--- config.mk ---
export PLATFORM = sky130hd
export DESIGN_NAME = l1an_rdo_seq
export DESIGN_NICKNAME = d
export VERILOG_FILES = /design/src/rtl/l1an_rdo_seq_pkg.sv /design/src/rtl/l1an_rdo_seq_credit_cnt.sv /design/src/rtl/l1an_rdo_seq.sv
export SDC_FILE = /design/constraint.sdc
export NUM_CORES = 1
export LEC_CHECK = 0
export ABC_CLOCK_PERIOD_IN_PS = 3000
export CELL_PAD_IN_SITES_DETAIL_PLACEMENT = 0
export CELL_PAD_IN_SITES_GLOBAL_PLACEMENT = 2
export CORE_MARGIN = 10
export CORE_UTILIZATION = 30
export CTS_CLUSTER_SIZE = 14
export DETAILED_ROUTE_END_ITERATION = 16
export GPL_ROUTABILITY_DRIVEN = 0
export PLACE_DENSITY = 0.94
export SLEW_MARGIN = 30
export SYNTH_ARGS = -nofsm -noshare
export SYNTH_HDL_FRONTEND = slang
export SYNTH_SLANG_ARGS = --single-unit
--- constraint.sdc ---
create_clock -name clk_i -period 3 [get_ports clk_i]
set_input_delay 0.45 -clock clk_i [delete_from_list [all_inputs] [get_ports clk_i]]
set_output_delay 0.45 -clock clk_i [all_outputs]
set_load 0.01 [all_outputs]
--- src/rtl/l1an_rdo_seq_pkg.sv ---
// Shared types for the L1A-number readout sequencer: FSM state encoding and field widths.
package l1an_rdo_seq_pkg;

  localparam int L1AN_W = 6;
  localparam int DROP_W = 8;

  typedef enum logic [2:0] {
    ST_IDLE    = 3'd0,
    ST_WAIT    = 3'd1,
    ST_PRESENT = 3'd2,
    ST_POP     = 3'd3,
    ST_GAP     = 3'd4
  } state_t;

endpackage

--- src/rtl/l1an_rdo_seq_credit_cnt.sv ---
// Up/down event-ready credit counter; saturates at all-ones and flags a lost increment (sticky).
module l1an_credit_cnt #(
  parameter int TMR    = 0,
  parameter int CRED_W = 4
) (
  input  logic              clk_i,
  input  logic              rst_i,
  input  logic              inc_i,
  input  logic              dec_i,
  output logic [CRED_W-1:0] cnt_o,
  output logic              err_o
);

  localparam logic [CRED_W-1:0] CRED_MAX = '1;

  logic [CRED_W-1:0] cnt_q, cnt_d;
  logic              err_q, err_d;

  // Simultaneous inc/dec cancel; the error only fires when an increment is actually lost.
  always_comb begin
    cnt_d = cnt_q;
    err_d = err_q;
    if (inc_i && !dec_i) begin
      if (cnt_q == CRED_MAX) err_d = 1'b1;
      else                   cnt_d = cnt_q + CRED_W'(1);
    end else if (dec_i && !inc_i && cnt_q != '0) begin
      cnt_d = cnt_q - CRED_W'(1);
    end
  end

  generate
    if (TMR != 0) begin : g_tmr
      logic [CRED_W-1:0] r0_q, r1_q, r2_q;
      always_ff @(posedge clk_i) begin
        if (rst_i) begin
          r0_q <= '0;
          r1_q <= '0;
          r2_q <= '0;
        end else begin
          r0_q <= cnt_d;
          r1_q <= cnt_d;
          r2_q <= cnt_d;
        end
      end
      assign cnt_q = (r0_q & r1_q) | (r0_q & r2_q) | (r1_q & r2_q);
    end else begin : g_plain
      logic [CRED_W-1:0] r0_q;
      always_ff @(posedge clk_i) begin
        if (rst_i) r0_q <= '0;
        else       r0_q <= cnt_d;
      end
      assign cnt_q = r0_q;
    end
  endgenerate

  always_ff @(posedge clk_i) begin
    if (rst_i) err_q <= 1'b0;
    else       err_q <= err_d;
  end

  assign cnt_o = cnt_q;
  assign err_o = err_q;

endmodule

--- src/rtl/l1an_rdo_seq.sv ---
// L1A-number FIFO sequencer: pushes on matched L1A, presents the head once its event data is complete,
// holds it until the formatter acks, then pops. Header valid 1+SETTLE cycles after the head is eligible.
module l1an_rdo_seq
  import l1an_rdo_seq_pkg::*;
#(
  parameter int TMR    = 0,
  parameter int SETTLE = 2,
  parameter int CRED_W = 4
) (
  input  logic              clk_i,
  input  logic              rst_i,
  input  logic              l1a_match_i,
  input  logic              evt_rdy_i,
  input  logic              fifo_empty_i,
  input  logic              fifo_full_i,
  input  logic [L1AN_W-1:0] fifo_l1anum_i,
  input  logic              fifo_phase_i,
  output logic              fifo_push_o,
  output logic              fifo_pop_o,
  output logic              hdr_valid_o,
  output logic [L1AN_W-1:0] hdr_l1anum_o,
  output logic              hdr_phase_o,
  input  logic              hdr_ack_i,
  output logic              busy_o,
  output logic              ovfl_o,
  output logic [DROP_W-1:0] drop_cnt_o,
  output logic              cred_err_o
);

  localparam int SW = $clog2(SETTLE);
  localparam int TW = 3 + SW + DROP_W;

  state_t              state_q, state_d;
  logic [2:0]          state_raw;
  logic [SW-1:0]       settle_q, settle_d;
  logic [DROP_W-1:0]   drop_q, drop_d;
  logic [TW-1:0]       tmr_q, tmr_d;

  logic                hdr_valid_q, hdr_valid_d;
  logic [L1AN_W-1:0]   hdr_l1anum_q, hdr_l1anum_d;
  logic                hdr_phase_q, hdr_phase_d;
  logic                ovfl_q, ovfl_d;
  logic [CRED_W-1:0]   cred_cnt;

  // State, settle counter and drop counter share one protected register bank.
  assign tmr_d = {state_d, settle_d, drop_d};
  assign {state_raw, settle_q, drop_q} = tmr_q;
  assign state_q = state_t'(state_raw);

  generate
    if (TMR != 0) begin : g_tmr
      logic [TW-1:0] r0_q, r1_q, r2_q;
      always_ff @(posedge clk_i) begin
        if (rst_i) begin
          r0_q <= '0;
          r1_q <= '0;
          r2_q <= '0;
        end else begin
          r0_q <= tmr_d;
          r1_q <= tmr_d;
          r2_q <= tmr_d;
        end
      end
      assign tmr_q = (r0_q & r1_q) | (r0_q & r2_q) | (r1_q & r2_q);
    end else begin : g_plain
      logic [TW-1:0] r0_q;
      always_ff @(posedge clk_i) begin
        if (rst_i) r0_q <= '0;
        else       r0_q <= tmr_d;
      end
      assign tmr_q = r0_q;
    end
  endgenerate

  l1an_credit_cnt #(
    .TMR    (TMR),
    .CRED_W (CRED_W)
  ) u_cred (
    .clk_i (clk_i),
    .rst_i (rst_i),
    .inc_i (evt_rdy_i),
    .dec_i (fifo_pop_o),
    .cnt_o (cred_cnt),
    .err_o (cred_err_o)
  );

  always_comb begin
    state_d      = state_q;
    settle_d     = settle_q;
    drop_d       = drop_q;
    hdr_valid_d  = hdr_valid_q;
    hdr_l1anum_d = hdr_l1anum_q;
    hdr_phase_d  = hdr_phase_q;
    ovfl_d       = ovfl_q;

    if (l1a_match_i && fifo_full_i) begin
      ovfl_d = 1'b1;
      if (drop_q != '1) drop_d = drop_q + DROP_W'(1);
    end

    unique case (state_q)
      ST_IDLE: begin
        if (!fifo_empty_i && cred_cnt != '0) begin
          state_d  = ST_WAIT;
          settle_d = SW'(SETTLE - 1);
        end
      end
      // Settling covers RAM read latency and a same-address write/read collision.
      ST_WAIT: begin
        if (settle_q == '0) begin
          hdr_l1anum_d = fifo_l1anum_i;
          hdr_phase_d  = fifo_phase_i;
          hdr_valid_d  = 1'b1;
          state_d      = ST_PRESENT;
        end else begin
          settle_d = settle_q - SW'(1);
        end
      end
      ST_PRESENT: begin
        if (hdr_ack_i) begin
          hdr_valid_d = 1'b0;
          state_d     = ST_POP;
        end
      end
      ST_POP:  state_d = ST_GAP;
      ST_GAP:  state_d = ST_IDLE;
      default: state_d = ST_IDLE;
    endcase
  end

  always_ff @(posedge clk_i) begin
    if (rst_i) begin
      hdr_valid_q  <= 1'b0;
      hdr_l1anum_q <= '0;
      hdr_phase_q  <= 1'b0;
      ovfl_q       <= 1'b0;
    end else begin
      hdr_valid_q  <= hdr_valid_d;
      hdr_l1anum_q <= hdr_l1anum_d;
      hdr_phase_q  <= hdr_phase_d;
      ovfl_q       <= ovfl_d;
    end
  end

  assign fifo_push_o  = l1a_match_i & ~fifo_full_i & ~rst_i;
  assign fifo_pop_o   = (state_q == ST_POP);
  assign busy_o       = (state_q != ST_IDLE);
  assign hdr_valid_o  = hdr_valid_q;
  assign hdr_l1anum_o = hdr_l1anum_q;
  assign hdr_phase_o  = hdr_phase_q;
  assign ovfl_o       = ovfl_q;
  assign drop_cnt_o   = drop_q;

endmodule

==> impl_metrics.json, run 1 <==
{
  "dp.cells": 217,
  "avgSynthCellArea_um2": 8.981,
  "clock_sink_count": 26,
  "syn_to_final_growth_pct": 29.77,
  "cts_resized": 0,
  "synthTopCellsByCount": "26 x dfxtp_1, 21 x nor2_1, 11 x nor3_1",
  "instances_no_fill": 221,
  "netlist_instances": 146,
  "setup_tns_ps": 0,
  "cts-buffers-inserted": 3,
  "wl_per_cell_um": 14.13,
  "irDropWorstVdd_mv": 0.2101,
  "grt_pass1_vias": 1147,
  "die-area_um2": 7415,
  "synthTopCellsByArea": "dfxtp_1 40%, mux2i_1 7.6%, nor2_1 6.0%",
  "path_cells": "clkdlybuf4s50_1 -> nand2_1 -> ha_1 -> and3_1 -> a211o_1 -> a22oi_2 -> mux2_1",
  "crit_slowest_cell": "clkdlybuf4s50_1",
  "rsz0062_at_grt": "no",
  "synthArstFlopShare_pct": 0,
  "p_total_uw": 872.9,
  "root_buffer": "clkbuf_8",
  "synth_fp_nets": 164,
  "fin_area_um2": 1702,
  "p_leak_uw": 0.0006471,
  "crit_type": "in -> reg",
  "antenna_found_initial": 0,
  "vias_per_cell": 4.991,
  "tightestPinTransition_ps": 416.9,
  "die_w_um": 86.11,
  "finClkSkew_ps": 3.221,
  "coreArea_um2": 4115,
  "r2r_slack_ps": 720,
  "ys_warn_count": 0,
  "synth_top_area_share_pct": 39.69,
  "netlist_area_um2": 1311,
  "wirelength_um": 3123,
  "r2r_start": "g_plain.r0_q[10]$_SDFFE_PP0P_",
  "grt_use_total_pct": 8.459,
  "reg2reg_to": "u_cred.cnt_o[3]$_SDFFE_PP0P_",
  "vias": 1103,
  "cp_max_fo": 7,
  "outcome": "finished clean",
  "cp-endpoint": "u_cred.cnt_o[3]$_SDFFE_PP0P_",
  "hold_viol": 0,
  "ys_seq_area_share_pct": 39.69,
  "htreeDepth": 1,
  "r2r_cells": 7,
  "die-height_um": 86.11,
  "hold_buffers": 0,
  "grt_pass1_wl_um": 5250,
  "period_needed_ps": 2374,
  "slew_headroom_pct": 71.97,
  "dp.final_hpwl_um": 2415,
  "ios": 35,
  "synth-seq-cells": 26,
  "grt_overflow": 0,
  "end_kind": "register",
  "initial_utilization_pct": 31.86,
  "io_buffers": 34,
  "n_antenna_cell": 0,
  "pwr_density_cell_nw_per_um2": 513.0,
  "drt_iter0_markers": 45,
  "drc": 0,
  "maxCapViolations": 0,
  "min_path_type": "reg -> reg",
  "synth-edff-count": 0,
  "worstPathArrival_ps": 2540,
  "synth_top_cell_by_area": "dfxtp_1",
  "cp_slowest_stage_delay_ps": 600,
  "dominantRegCellSynth": "dfxtp_1",
  "crit_path_start": "evt_rdy_i",
  "cts_tree": "done",
  "critPathRequiredTime_ps": 3160,
  "cts_max_path_buffers": 2,
  "critPathLaunchType": "input port",
  "max_freq_mhz": 421.3,
  "n_fill_cell": 416,
  "min_period_over_period_pct": 79.12,
  "setup_viol": 0,
  "grt_max_degree": 28,
  "clk_pin_slew_ps": 90,
  "firstDrtPassIters": 2,
  "final_core_util_pct": 41.35,
  "rows": 23,
  "yosysMostFrequentCell": "dfxtp_1",
  "final_nets": 190,
  "synth.distinct_cells": 39,
  "cts_setup_buffers": 0,
  "drv_slew": 0,
  "clk_latency_ps": 270,
  "placed_cell_area_um2": 1630,
  "drive_gt1_share_pct": 5.848,
  "antenna_left": 0
}
[logic make-up after synthesis]
logic type | synth area share [%]
and+or+nand+nor | 25.38
DFF | 39.69
AOI/OAI and AO/OA | 12.12
buffers and inverters | 7.251
muxes | 8.493
xor gates and xnor gates | 2.672
adders and majority gates | 4.390
[report_power, final]
group	total [uW]	switching (uW)	internal, uW
clock network	289	111	178
registers	405	34.0	371
logic	178	78.6	99.3
[layout by cell type (no fill, tap or decap), drive strengths merged, types with 2 or more instances in the layout]
cell type,count
nor2b,2
o21ai,4
clkdlybuf4s50,34
clkbuf,3
or3,4
o211ai,2
nand4,3
a31oi,2
mux2i,10
nand3b,2
nand2,5
nor2,21
nand3,7
a21oi,7
and4,2
xor2,3
and3,2
nor3,11
a211oi,2
ha,3
dfxtp,26
[flip-flops by register name, summed over array words and instances, names as in the netlist]
signal	cells
u_cred.err_o	1
hdr_l1anum_o	6
hdr_valid_o	1
g_plain.r0_q	12
hdr_phase_o	1
ovfl_o	1
u_cred.cnt_o	4
[metrics by stage]
stage | setup WS [ps] | hold slack, ps
after floorplan | 957.2 | 471.8
after global placement | 449.0 | 450.2
after detailed placement | 357.6 | 464.6
after CTS | 651.7 | 487.3
after global routing | 539.1 | 537.2
final | 626.3 | 482.3
[how the worst min path moves through the flow]
stage                                  from                           end  cells after the start
4_1_cts                 ovfl_o$_SDFFE_PP0P_           ovfl_o$_SDFFE_PP0P_                      2
2_1_floorplan  g_plain.r0_q[4]$_SDFFE_PP0P_  g_plain.r0_q[4]$_SDFFE_PP0P_                      1
3_3_place_gp            ovfl_o$_SDFFE_PP0P_           ovfl_o$_SDFFE_PP0P_                      2
6_report                ovfl_o$_SDFFE_PP0P_           ovfl_o$_SDFFE_PP0P_                      2
5_1_grt                 ovfl_o$_SDFFE_PP0P_           ovfl_o$_SDFFE_PP0P_                      2
3_5_place_dp            ovfl_o$_SDFFE_PP0P_           ovfl_o$_SDFFE_PP0P_                      2
[worst max-delay path: cells and delay by family]
family,cells,cell delay [ps]
adder cells (fa/ha/maj),1,350
buffers and inverters,1,600
multiplexers,1,320
AO/OA/AOI/OAI,2,420
AND/OR/NAND/NOR,2,380
[area by class of cell]
class | count | area [um2] | area share (%)
Tap cell | 50 | 62.56 | 3.676
Sequential cell | 26 | 520.5 | 30.59
Inverter | 1 | 3.754 | 0.2206
Clock buffer | 3 | 41.29 | 2.426
Multi-Input combinational cell | 105 | 695.7 | 40.88
Clock inverter | 1 | 30.03 | 1.765
Timing Repair Buffer | 35 | 347.8 | 20.44
[routing by layer]
layer	up-vias	GRT usage, %	routed length, um	share of wire [%]
li1	568	-	-	-
met1	516	8.736	1278	41
met2	15	15.75	1654	53
met3	4	1.703	132	4.2
met4	0	4.042	57	1.8
met5	-	0	0	0
Note: power is estimated with default switching activity, not from simulation.
==> inputs of run 2 (changes only) <==
Settings changed: ABC_CLOCK_PERIOD_IN_PS 3000 to 2400, CORE_UTILIZATION 30 to 28, PLACE_DENSITY 0.94 to 0.89.
Clock period 3 ns to 2.4 ns, I/O delays scaled along.
==> run 2 against run 1 <==
  * Die area up 5.5%
  * Non-clock buffer count up 3
  * Core utilization down 3.2 points
  * Power up 13%
  * Critical path type is now reg -> reg
  * Critical endpoint unchanged
==> impl_metrics.json, run 2 (synthesized netlist as in run 1, its figures left out) <==
{
  "cts_resized": 0,
  "slew_headroom_pct": 73.12,
  "min_period_over_period_pct": 92.59,
  "largest_reg_flops": 12,
  "die-area_um2": 7820,
  "instances_no_fill": 225,
  "maxCapViolations": 0,
  "largest-register": "g_plain.r0_q",
  "die_w_um": 88.43,
  "io_buffers": 34,
  "htreeDepth": 1,
  "grt_overflow": 0,
  "outcome": "finished clean",
  "ios": 35,
  "root_buffer": "clkbuf_8",
  "grt_use_total_pct": 8.388,
  "setup_viol": 0,
  "rsz0062_at_grt": "no",
  "drt_iter0_markers": 68,
  "finClkSkew_ps": 3.072,
  "clk_latency_ps": 270,
  "vias_per_cell": 4.973,
  "cts-buffers-inserted": 3,
  "antenna_left": 0,
  "firstDrtPassIters": 6,
  "critPathRequiredTime_ps": 2560,
  "initial_utilization_pct": 29.50,
  "grt_pass1_wl_um": 5306,
  "drc": 0,
  "wl_per_cell_um": 13.73,
  "dp.cells": 222,
  "drv_slew": 0,
  "crit_path_start": "g_plain.r0_q[11]$_SDFFE_PP0P_",
  "hp-start": "ovfl_o$_SDFFE_PP0P_",
  "worstPathArrival_ps": 2390,
  "cp_max_fo": 8,
  "grt_max_degree": 28,
  "dp.final_hpwl_um": 2389,
  "grt_pass1_vias": 1152,
  "min_path_type": "reg -> reg",
  "r2r_start": "g_plain.r0_q[11]$_SDFFE_PP0P_",
  "p_comb_share_pct": 24.5,
  "cts_setup_buffers": 0,
  "cts_tree": "done",
  "pwr_density_cell_nw_per_um2": 579.3,
  "hold_viol": 0,
  "wirelength_um": 3090,
  "cts_max_path_buffers": 2,
  "seqPwrFrac_pct": 50.5,
  "vias": 1119,
  "clock_sink_count": 26,
  "drive_gt1_share_pct": 6.936,
  "crit_type": "reg -> reg",
  "layout_commonest_cell": "clkdlybuf4s50_1",
  "die-height_um": 88.43,
  "critPathLaunchType": "register",
  "p_int_uw": 708.0,
  "p_leak_uw": 0.0006484,
  "coreArea_um2": 4444,
  "final_nets": 193,
  "period_needed_ps": 2222,
  "antenna_found_initial": 0,
  "end_kind": "register",
  "tightestPinTransition_ps": 401.4,
  "rows": 24,
  "n_antenna_cell": 0,
  "setup_tns_ps": 0,
  "layout_common_cells": "34 x clkdlybuf4s50_1, 26 x dfxtp_1, 21 x nor2_1, 11 x nor3_1, 10 x mux2i_1",
  "irDropWorstVdd_mv": 0.2393,
  "syn_to_final_growth_pct": 29.39,
  "max_freq_mhz": 450.0,
  "p_switching_uw": 274.8,
  "hold_buffers": 0,
  "clkPwrFrac_pct": 25.1,
  "p_sw_share_pct": 27.96,
  "clk_pin_slew_ps": 90
}
## run 2: per-layer routing
layer	vias to the layer above	track usage (%)	share of wire (%)
met5	-	0	0
met4	0	4.405	1.3
met3	2	2.574	6.9
met2	24	14.74	52
met1	522	8.841	40
li1	571	-	-
## run 2: final timing paths
kind	end	slack, ps	cells after the start
hold reg to reg	ovfl_o$_SDFFE_PP0P_	480	2
setup reg to reg	u_cred.cnt_o[3]$_SDFFE_PP0P_	180	7
setup / recovery	u_cred.cnt_o[3]$_SDFFE_PP0P_	180	7
hold / removal	ovfl_o$_SDFFE_PP0P_	480	2
## run 2: through the flow
step / hold slack [ps] / utilization, % / worst slack (ps) / area [um2] / power, uW
after floorplan: 471.8 / - / 357.2 / 1311 / 652.4
after global placement: 448.1 / 37.25 / 69.41 / 1655 / 742.7
after detailed placement: 460.8 / 37.25 / 19.34 / 1655 / 749.3
after CTS: 482.1 / 38.18 / 176.2 / 1697 / 999.2
after global routing: 505.6 / 38.18 / 53.29 / 1697 / 1044
final: 476.1 / 38.18 / 177.8 / 1697 / 982.8
## run 2: cell type report
class,count,area [um2]
multi-input combinational,105,695.7
clock buffer,3,41.29
inverter,1,3.754
fill,459,2748
timing repair buffer,38,370.4
tap,52,65.06
sequential,26,520.5
## run 2: critical path, stage by stage, from the launching register on
cell	delay, ps
dfxtp_1	450
nand3b_4	220
nand2_1	140
ha_1	350
and3_1	200
a211o_1	290
a22oi_2	150
mux2_1	330
## run 2: power by group through the flow
stage	Clock, uW	Sequential (uW)	Combinational, uW
2_1_floorplan	0	505	148
3_3_place_gp	0	505	238
3_5_place_dp	0	506	243
4_1_cts	259	497	244
5_1_grt	276	503	266
6_report	246	496	240
